**config.mk**
```make
export PLATFORM = sky130hd
export DESIGN_NAME = fifo_sync_flex
export DESIGN_NICKNAME = d
export VERILOG_FILES = /design/src/rtl/fifo_sync_flex.sv
export SDC_FILE = /design/constraint.sdc
export NUM_CORES = 2
export LEC_CHECK = 0
export CORE_MARGIN = 3
export CORE_UTILIZATION = 60
export CTS_BUF_LIST = sky130_fd_sc_hd__clkbuf_2
export DETAILED_ROUTE_END_ITERATION = 12
export PLACE_DENSITY = 0.76
export SLEW_MARGIN = 20
export SYNTH_ARGS = -nofsm -noshare
export SYNTH_HDL_FRONTEND = slang
export SYNTH_SLANG_ARGS = --single-unit
```
**constraint.sdc**
```tcl
create_clock -name clk -period 4.09 [get_ports clk]
set_input_delay 0.818 -clock clk [delete_from_list [all_inputs] [get_ports clk]]
set_output_delay 0.818 -clock clk [all_outputs]
set_load 0.005 [all_outputs]
```
**src/rtl/fifo_sync_flex.sv**
```systemverilog
// ---------------------------------------------------------------------------
// fifo_sync_flex
//
// Single-clock FIFO with an internal storage array, selectable standard or
// first-word-fall-through read mode, programmable almost-full/almost-empty
// thresholds and a registered occupancy count.
//
// Optional feature macro: FIFO_ERR_FLAG_EN
//   When defined, adds sticky overflow/underflow error flags and a clear
//   input. When undefined, those three ports and their logic are absent.
//
// Parameters:
//   WIDTH      data word width in bits
//   DEPTH_LOG  log2 of the depth (depth = 2**DEPTH_LOG words)
//   FWFT       0 = standard read, 1 = head word presented while not empty
//   AFULL_TH   fifo_almost_full asserts when count >= AFULL_TH
//   AEMPTY_TH  fifo_almost_empty asserts when count <= AEMPTY_TH
//
// Ports:
//   clk                in   clock, rising edge
//   rst_n              in   asynchronous reset, active low
//   fifo_write_req     in   write request
//   fifo_write_data    in   write data [WIDTH]
//   fifo_full          out  no space, writes ignored
//   fifo_almost_full   out  count >= AFULL_TH
//   fifo_read_req      in   read / pop request
//   fifo_read_data     out  read data [WIDTH]
//   fifo_read_valid    out  fifo_read_data valid this cycle
//   fifo_empty         out  no data, reads ignored
//   fifo_almost_empty  out  count <= AEMPTY_TH
//   fifo_err_clr       in   (FIFO_ERR_FLAG_EN) clears the sticky error flags
//   fifo_overflow      out  (FIFO_ERR_FLAG_EN) write attempted while full
//   fifo_underflow     out  (FIFO_ERR_FLAG_EN) read attempted while empty
//   fifo_count         out  current occupancy [DEPTH_LOG+1], 0..2**DEPTH_LOG
// ---------------------------------------------------------------------------
module fifo_sync_flex #(
   parameter int WIDTH     = 8,
   parameter int DEPTH_LOG = 8,
   parameter int FWFT      = 0,
   parameter int AFULL_TH  = 2**DEPTH_LOG - 2,
   parameter int AEMPTY_TH = 2
) (
   input  logic             clk,
   input  logic             rst_n,
   input  logic             fifo_write_req,
   input  logic [WIDTH-1:0] fifo_write_data,
   output logic             fifo_full,
   output logic             fifo_almost_full,
   input  logic             fifo_read_req,
   output logic [WIDTH-1:0] fifo_read_data,
   output logic             fifo_read_valid,
   output logic             fifo_empty,
   output logic             fifo_almost_empty,
`ifdef FIFO_ERR_FLAG_EN
   input  logic             fifo_err_clr,
   output logic             fifo_overflow,
   output logic             fifo_underflow,
`endif
   output logic [DEPTH_LOG:0] fifo_count
);

   localparam int DEPTH = 1 << DEPTH_LOG;
   localparam int CW    = DEPTH_LOG + 1;

   localparam logic [CW-1:0] DEPTH_C  = CW'(DEPTH);
   localparam logic [CW-1:0] AFULL_C  = CW'(AFULL_TH);
   localparam logic [CW-1:0] AEMPTY_C = CW'(AEMPTY_TH);

   // Thresholds outside the representable occupancy range are configuration
   // errors and must stop elaboration rather than silently misbehave.
   if (AFULL_TH > DEPTH) begin : g_bad_afull
      $fatal(1, "fifo_sync_flex: AFULL_TH exceeds depth");
   end
   if (AEMPTY_TH >= DEPTH) begin : g_bad_aempty
      $fatal(1, "fifo_sync_flex: AEMPTY_TH must be below depth");
   end

   logic [WIDTH-1:0] mem [DEPTH];

   logic [CW-1:0] wr_ptr;
   logic [CW-1:0] rd_ptr;
   logic [CW-1:0] wr_ptr_nxt;
   logic [CW-1:0] rd_ptr_nxt;
   logic [CW-1:0] cnt_nxt;
   logic          wr_acc;
   logic          rd_acc;

   // Acceptance is gated by the registered flags, so a full FIFO with both
   // requests only pops and an empty FIFO with both requests only pushes.
   // The next occupancy is the pointer distance; the wrap bit makes the
   // modular difference exact for 0..DEPTH.
   always_comb begin
      wr_acc     = fifo_write_req & ~fifo_full;
      rd_acc     = fifo_read_req & ~fifo_empty;
      wr_ptr_nxt = wr_ptr + CW'(wr_acc);
      rd_ptr_nxt = rd_ptr + CW'(rd_acc);
      cnt_nxt    = wr_ptr_nxt - rd_ptr_nxt;
   end

   // Pointers, count and all status flags are registered from the next-state
   // occupancy so they describe the contents right after each edge.
   always_ff @(posedge clk or negedge rst_n) begin
      if (!rst_n) begin
         wr_ptr            <= '0;
         rd_ptr            <= '0;
         fifo_count        <= '0;
         fifo_full         <= 1'b0;
         fifo_empty        <= 1'b1;
         fifo_almost_full  <= 1'b0;
         fifo_almost_empty <= 1'b1;
      end else begin
         wr_ptr            <= wr_ptr_nxt;
         rd_ptr            <= rd_ptr_nxt;
         fifo_count        <= cnt_nxt;
         fifo_full         <= (cnt_nxt == DEPTH_C);
         fifo_empty        <= (cnt_nxt == '0);
         fifo_almost_full  <= (cnt_nxt >= AFULL_C);
         fifo_almost_empty <= (cnt_nxt <= AEMPTY_C);
      end
   end

   // Storage array is deliberately left without reset; stale contents are
   // unreachable because the pointers are reset.
   always_ff @(posedge clk) begin
      if (wr_acc) begin
         mem[wr_ptr[DEPTH_LOG-1:0]] <= fifo_write_data;
      end
   end

   if (FWFT != 0) begin : g_fwft
      // Head word is presented combinationally; it is forced to zero while
      // empty so the output shows the reset value instead of stale memory.
      assign fifo_read_valid = ~fifo_empty;
      assign fifo_read_data  = fifo_empty ? '0 : mem[rd_ptr[DEPTH_LOG-1:0]];
   end else begin : g_std
      // Standard mode: the popped word is captured on the accepting edge,
      // valid for exactly one cycle, and the data register holds afterwards.
      always_ff @(posedge clk or negedge rst_n) begin
         if (!rst_n) begin
            fifo_read_data  <= '0;
            fifo_read_valid <= 1'b0;
         end else begin
            fifo_read_valid <= rd_acc;
            if (rd_acc) begin
               fifo_read_data <= mem[rd_ptr[DEPTH_LOG-1:0]];
            end
         end
      end
   end

`ifdef FIFO_ERR_FLAG_EN
   // Sticky error flags: a new error in the same cycle as a clear wins, so
   // an error event is never lost.
   always_ff @(posedge clk or negedge rst_n) begin
      if (!rst_n) begin
         fifo_overflow  <= 1'b0;
         fifo_underflow <= 1'b0;
      end else begin
         fifo_overflow  <= (fifo_write_req & fifo_full) |
                           (fifo_overflow & ~fifo_err_clr);
         fifo_underflow <= (fifo_read_req & fifo_empty) |
                           (fifo_underflow & ~fifo_err_clr);
      end
   end
`endif

endmodule

```
Yosys cells after proc, flatten, opt, wreduce, memory -nomap -nowiden
Memory sizes are Yosys's and may differ from the RTL's. A register that Yosys moved wholly into a read port is not among the register bits.
Cells that the tools add are included.
Storage, ports and cells
  register bits after elaboration: 32
  RAM bits: 2048
  bits of input ports: 12
  output and inout port bits: 22
  word-level logic and storage cells: 23
  memories kept: 1
Operators by class
  add/sub/neg operators: 3
  order comparisons: 2
  equal/unequal tests: 1
  mux-type cells: 2
  bitwise gates (word level): 4
  reductions and logical operators: 2
Memories
  mem: words 256, bits a word 8, rd ports 1, clocked after Yosys merged registers in 1, wr ports 1, RTL line 78  | logic [WIDTH-1:0] mem [DEPTH];
Operators by type and width (number)
  adder 9 x 1 -> 9 bit: 2
  == test 9 bit (second input constant): 1
  >= comparator 9 x 8 -> 1 bit (second input constant): 1
  less-or-equal comparator 9 x 2 -> 1 bit (second input constant): 1
  logical NOT 9 bit: 1
  subtractor 9 bit: 1
  AND 1 bit: 2
  two-way mux 1 bit: 2
  inverter 1 bit: 2
  logical NOT 1 bit: 1

Depth between registers and ports, before layout
  word-level depth: 5
  mapped depth: 16
  gate-level depth less buffers: 13

Least setup slack after synthesis
Ideal clock, no wire load.
  kind: input-to-reg
  start point: input port fifo_write_req
  end point: register fifo_almost_empty
  setup time: 105 ps
  arrival time: 3759 ps
  data required time: 3985 ps
  setup slack: 226 ps
  stages: 13
  path buffers: 1
  cells stage by stage: nor2b_1 > clkbuf_1 > ha_1 > ha_1 > xor2_1 > ha_1 > a21oi_1 > o21ai_0 > maj3_2 > a21oi_4 > mux2i_1 > o2111ai_1 > a2111oi_2
On the way
  word-level cells in the longest chain between the ends: 4
RTL lines
  start, declared: RTL line 45  | input logic fifo_write_req,
  AND 1 bit: RTL line 93  | wr_acc = fifo_write_req & ~fifo_full;
  adder 9 x 1 -> 9 bit: RTL line 95  | wr_ptr_nxt = wr_ptr + CW'(wr_acc);
  via wr_ptr_nxt[2]: RTL line 82  | logic [CW-1:0] wr_ptr_nxt;
  subtractor 9 bit: RTL line 97  | cnt_nxt = wr_ptr_nxt - rd_ptr_nxt;
  via cnt_nxt[7]: RTL line 84  | logic [CW-1:0] cnt_nxt;
  less-or-equal comparator 9 x 2 -> 1 bit: RTL line 118  | fifo_almost_empty <= (cnt_nxt <= AEMPTY_C);
  end signal, assigned: RTL line 118
  end, declared: RTL line 53  | output logic fifo_almost_empty,
The timed path passes the listed nets, and every way through them passes these cells.

Final worst setup path
  start point: register fifo_read_data[6], read port of mem
  end point: output port fifo_read_data[6]
RTL lines
  start, declared: RTL line 50  | output logic [WIDTH-1:0] fifo_read_data,
No word-level cell between the ends.

==> metrics.md <==
| Metric | Value |
|---|---|
| Status | `finished clean` |
| Multi-input gate area | `0.0173 sq mm` |
| DP Area | `0.0861 sq mm` |
| DRT Pass-1 Iters | `6` |
| Final ANT Viol Nets | `0` |
| Critical path depth | `1` |
| Yosys warnings | `0` |
| Beginning of the worst hold path | `fifo_write_data[3]` |
| IO Pins | `34` |
| RR Startpoint | `rd_ptr[2]` |
| EDFF count, synth | `2048` |
| Worst skew pair latency | `1870 ps` |
| Core area | `0.134 sq mm` |
| Final Net Count | `4606` |
| Layout cells sized above 1 | `34.1%` |
| Crit. Startpoint | `fifo_read_data[6]` |
| Die ar. | `0.140 sq mm` |
| Crit path to | `fifo_read_data[6]` |
| Area Overhead vs Synth | `11.3%` |
| Worst hold slack | `219 ps` |
| Slowest-stage cell, CP | `clkdlybuf4s50_1` |
| Vias in the first global route | `43.4k` |
| Cts bufs inserted | `491` |
| Dominant synthesized flop cell | `edfxtp_1` |
| Setup TNS | `0 ps` |
| Post-CTS setup buffers | `0` |
| R2r endpoint | `fifo_read_data[7]` |
| Largest net degree at the start of global routing | `169` |
| Synth Net Count | `3850` |
| Post-Route WL | `195 mm` |
| Fin. Hold Viols | `0` |
| Syn_area_per_cell | `21.3 sq um` |
| Placed Cells | `5838` |
| Max Buffers Root-to-Sink | `4` |
| Max-Cap Viols | `0` |
| Initial antenna violation count | `5` |
| Reg2reg path depth | `7` |
| Worst R2R Setup Slack | `470 ps` |
| Via count | `42.8k` |
| Initial drt markers | `5511` |
| GRT overflow | `0` |
| Routability cong. | `0.906` |
| Worst-path clk slew | `110 ps` |
| DR WL/cell | `29.0 um` |
| Setup violations, final | `0` |
| Number of synthesized register bits | `2088` |
| Leak | `30.0 nW` |
| Width of the chip | `374 um` |
| Endpoint arrival time on the critical path | `2990 ps` |
| Filler cell count | `8436` |
| Port bufs | `33` |
| Die extent in y | `374 um` |
| Tot GR Track Use | `28.3%` |
| Worst vdd ir | `0.468 mV` |
| Cells after synthesis | `3825` |
| Final Skew | `194 ps` |
| Post-Synthesis Cell Area | `0.0814 sq mm` |
| F_max | `263 MHz` |
| Hold Path Class | `input port to flop` |
| Commonest non-fill, non-tap cell in the layout | `edfxtp_1` |
| Storage element area | `0.0625 sq mm` |
| Max incr delay on CP | `580 ps` |
| Final Max Slew Viols | `0` |
| Crit path launch type | `flop` |
| Setup crit end kind | `output pin` |
| DR vias/cell | `6.37` |
| CP delay by family, top | `buffers and inverters` |
| WP buf/inv | `1` |
| DRC violations left | `0` |
| Starting Density | `60.7%` |
| Worst-Margin Slew | `1230 ps` |
| Unrepaired setup endpoints after global routing | `false` |
| Minimum clock period | `3810 ps` |
| Total power | `54.3 mW` |
| Cell breakdown of the critical path | `clkdlybuf4s50_1` |
| CP Data Required Time | `3270 ps` |
| Fin area | `0.0906 sq mm` |
| Root Buffer | `clkbuf_2` |
| First-pass GRT wire length | `287 mm` |
| Synth cell types | `73` |
| CTS tree | `yes` |
| Max FO, Critical Path | `2` |
| H-tree Lvls | `5` |
| Seq/Total Area, Yosys | `76.8%` |
| Post-detail-place hpwl | `123 mm` |
| Asr flop ratio synth | `1.92%` |
| Slew margin rel. | `18.3%` |
| Non-filler cells, final | `6730` |
| Critical path type | `flop to output pin` |
| Most frequent cells in the layout | `edfxtp_1, clkbuf_2, mux4_2` |
| Power density cells | `600 mW/mm^2` |
| Std-Cell Rows | `134` |
| Period utilisation layout | `93.1%` |
| Total clock sinks | `2088` |
==> layout make-up <==
cell class | instances | share of cell area (%)
Clock inverter | 165 | 0.865
Antenna cell | 4 | 0.0110
Sequential cell | 2088 | 69.0
Clock buffer | 705 | 3.89
Multi-Input combinational cell | 1493 | 19.1
Tap cell | 1768 | 2.44
Timing Repair Buffer | 490 | 4.59
Inverter | 17 | 0.0704
==> cell usage after synthesis (32+ instances only) <==
cell / n / area (sq um)
edfxtp_1: 2048 / 61500
mux4_2: 465 / 10500
nor2_1: 289 / 1080
mux2i_1: 130 / 1300
clkbuf_1: 98 / 368
nand2_1: 76 / 285
o22ai_1: 71 / 444
a22oi_1: 52 / 390
nand3_1: 51 / 255
buf_4: 38 / 285
dfrtp_1: 38 / 951
a211oi_1: 37 / 278
buf_6: 32 / 360
==> worst min path at each step <==
stage / endpoint / depth (start not counted)
after floorplan: fifo_read_data[0] / 2
after global placement: wr_ptr[8] / 2
after detailed placement: wr_ptr[8] / 2
after CTS: mem[29][3] / 2
after global routing: mem[29][3] / 2
final: mem[18][3] / 2
==> power breakdown <==
| group | internal (mW) | switching (mW) |
|---|---|---|
| Sequential | 23.8 | 0.499 |
| Clock | 4.94 | 7.85 |
| Combinational | 7.38 | 9.81 |
| Total | 36.2 | 18.2 |
==> worst reg2reg max path: stages (launching register included) <==
cell	delay [ps]
dfrtp_4	710
nor2b_4	750
nand2_1	260
buf_4	270
o221ai_1	420
a31oi_1	180
a311oi_1	790
o31ai_1	180
==> per-stage QoR <==
stage               util [%]  setup slack (ps)
CTS                     67.5              59.4
global placement        64.2              -203
detailed placement      64.2              -276
finish                  67.5               283
global route            67.5              83.1
floorplan                  -               226
==> cell families after synthesis <==
family                   Yosys count  synth area share (%)
flip-flops                      2088                  76.8
XOR/XNOR                          19                 0.214
buffers and inverters            244                  1.93
adder cells (fa/ha/maj)           15                 0.235
AO/OA/AOI/OAI                    313                  2.80
AND/OR/NAND/NOR                  525                  2.87
multiplexers                     621                  15.1
==> state kept, by name, summed over array words and instances, names as in the netlist <==
signal / flops
fifo_read_data: 8
mem: 2048
wr_ptr: 9
fifo_almost_empty: 1
fifo_full: 1
fifo_empty: 1
fifo_almost_full: 1
fifo_count: 9
rd_ptr: 9
fifo_read_valid: 1
==> what timing repair did <==
action | in CTS | in global routing
gates resized for setup | 1 | 0
endpoints found under the setup margin | 1 | 0
endpoints found under the hold margin | 2062 | 0
hold buffers | 18 | 0
==> per-layer routing <==
metal  track usage, %  vias to the layer above  wire length [um]
li1                 -                    17800                 -
met1             39.3                    21800             71500
met2             43.4                     2819             92900
met3             7.29                      402             22800
met4             12.0                        4              7860
met5                0                        -                27
No activity file was read; power rests on OpenSTA's default activity.
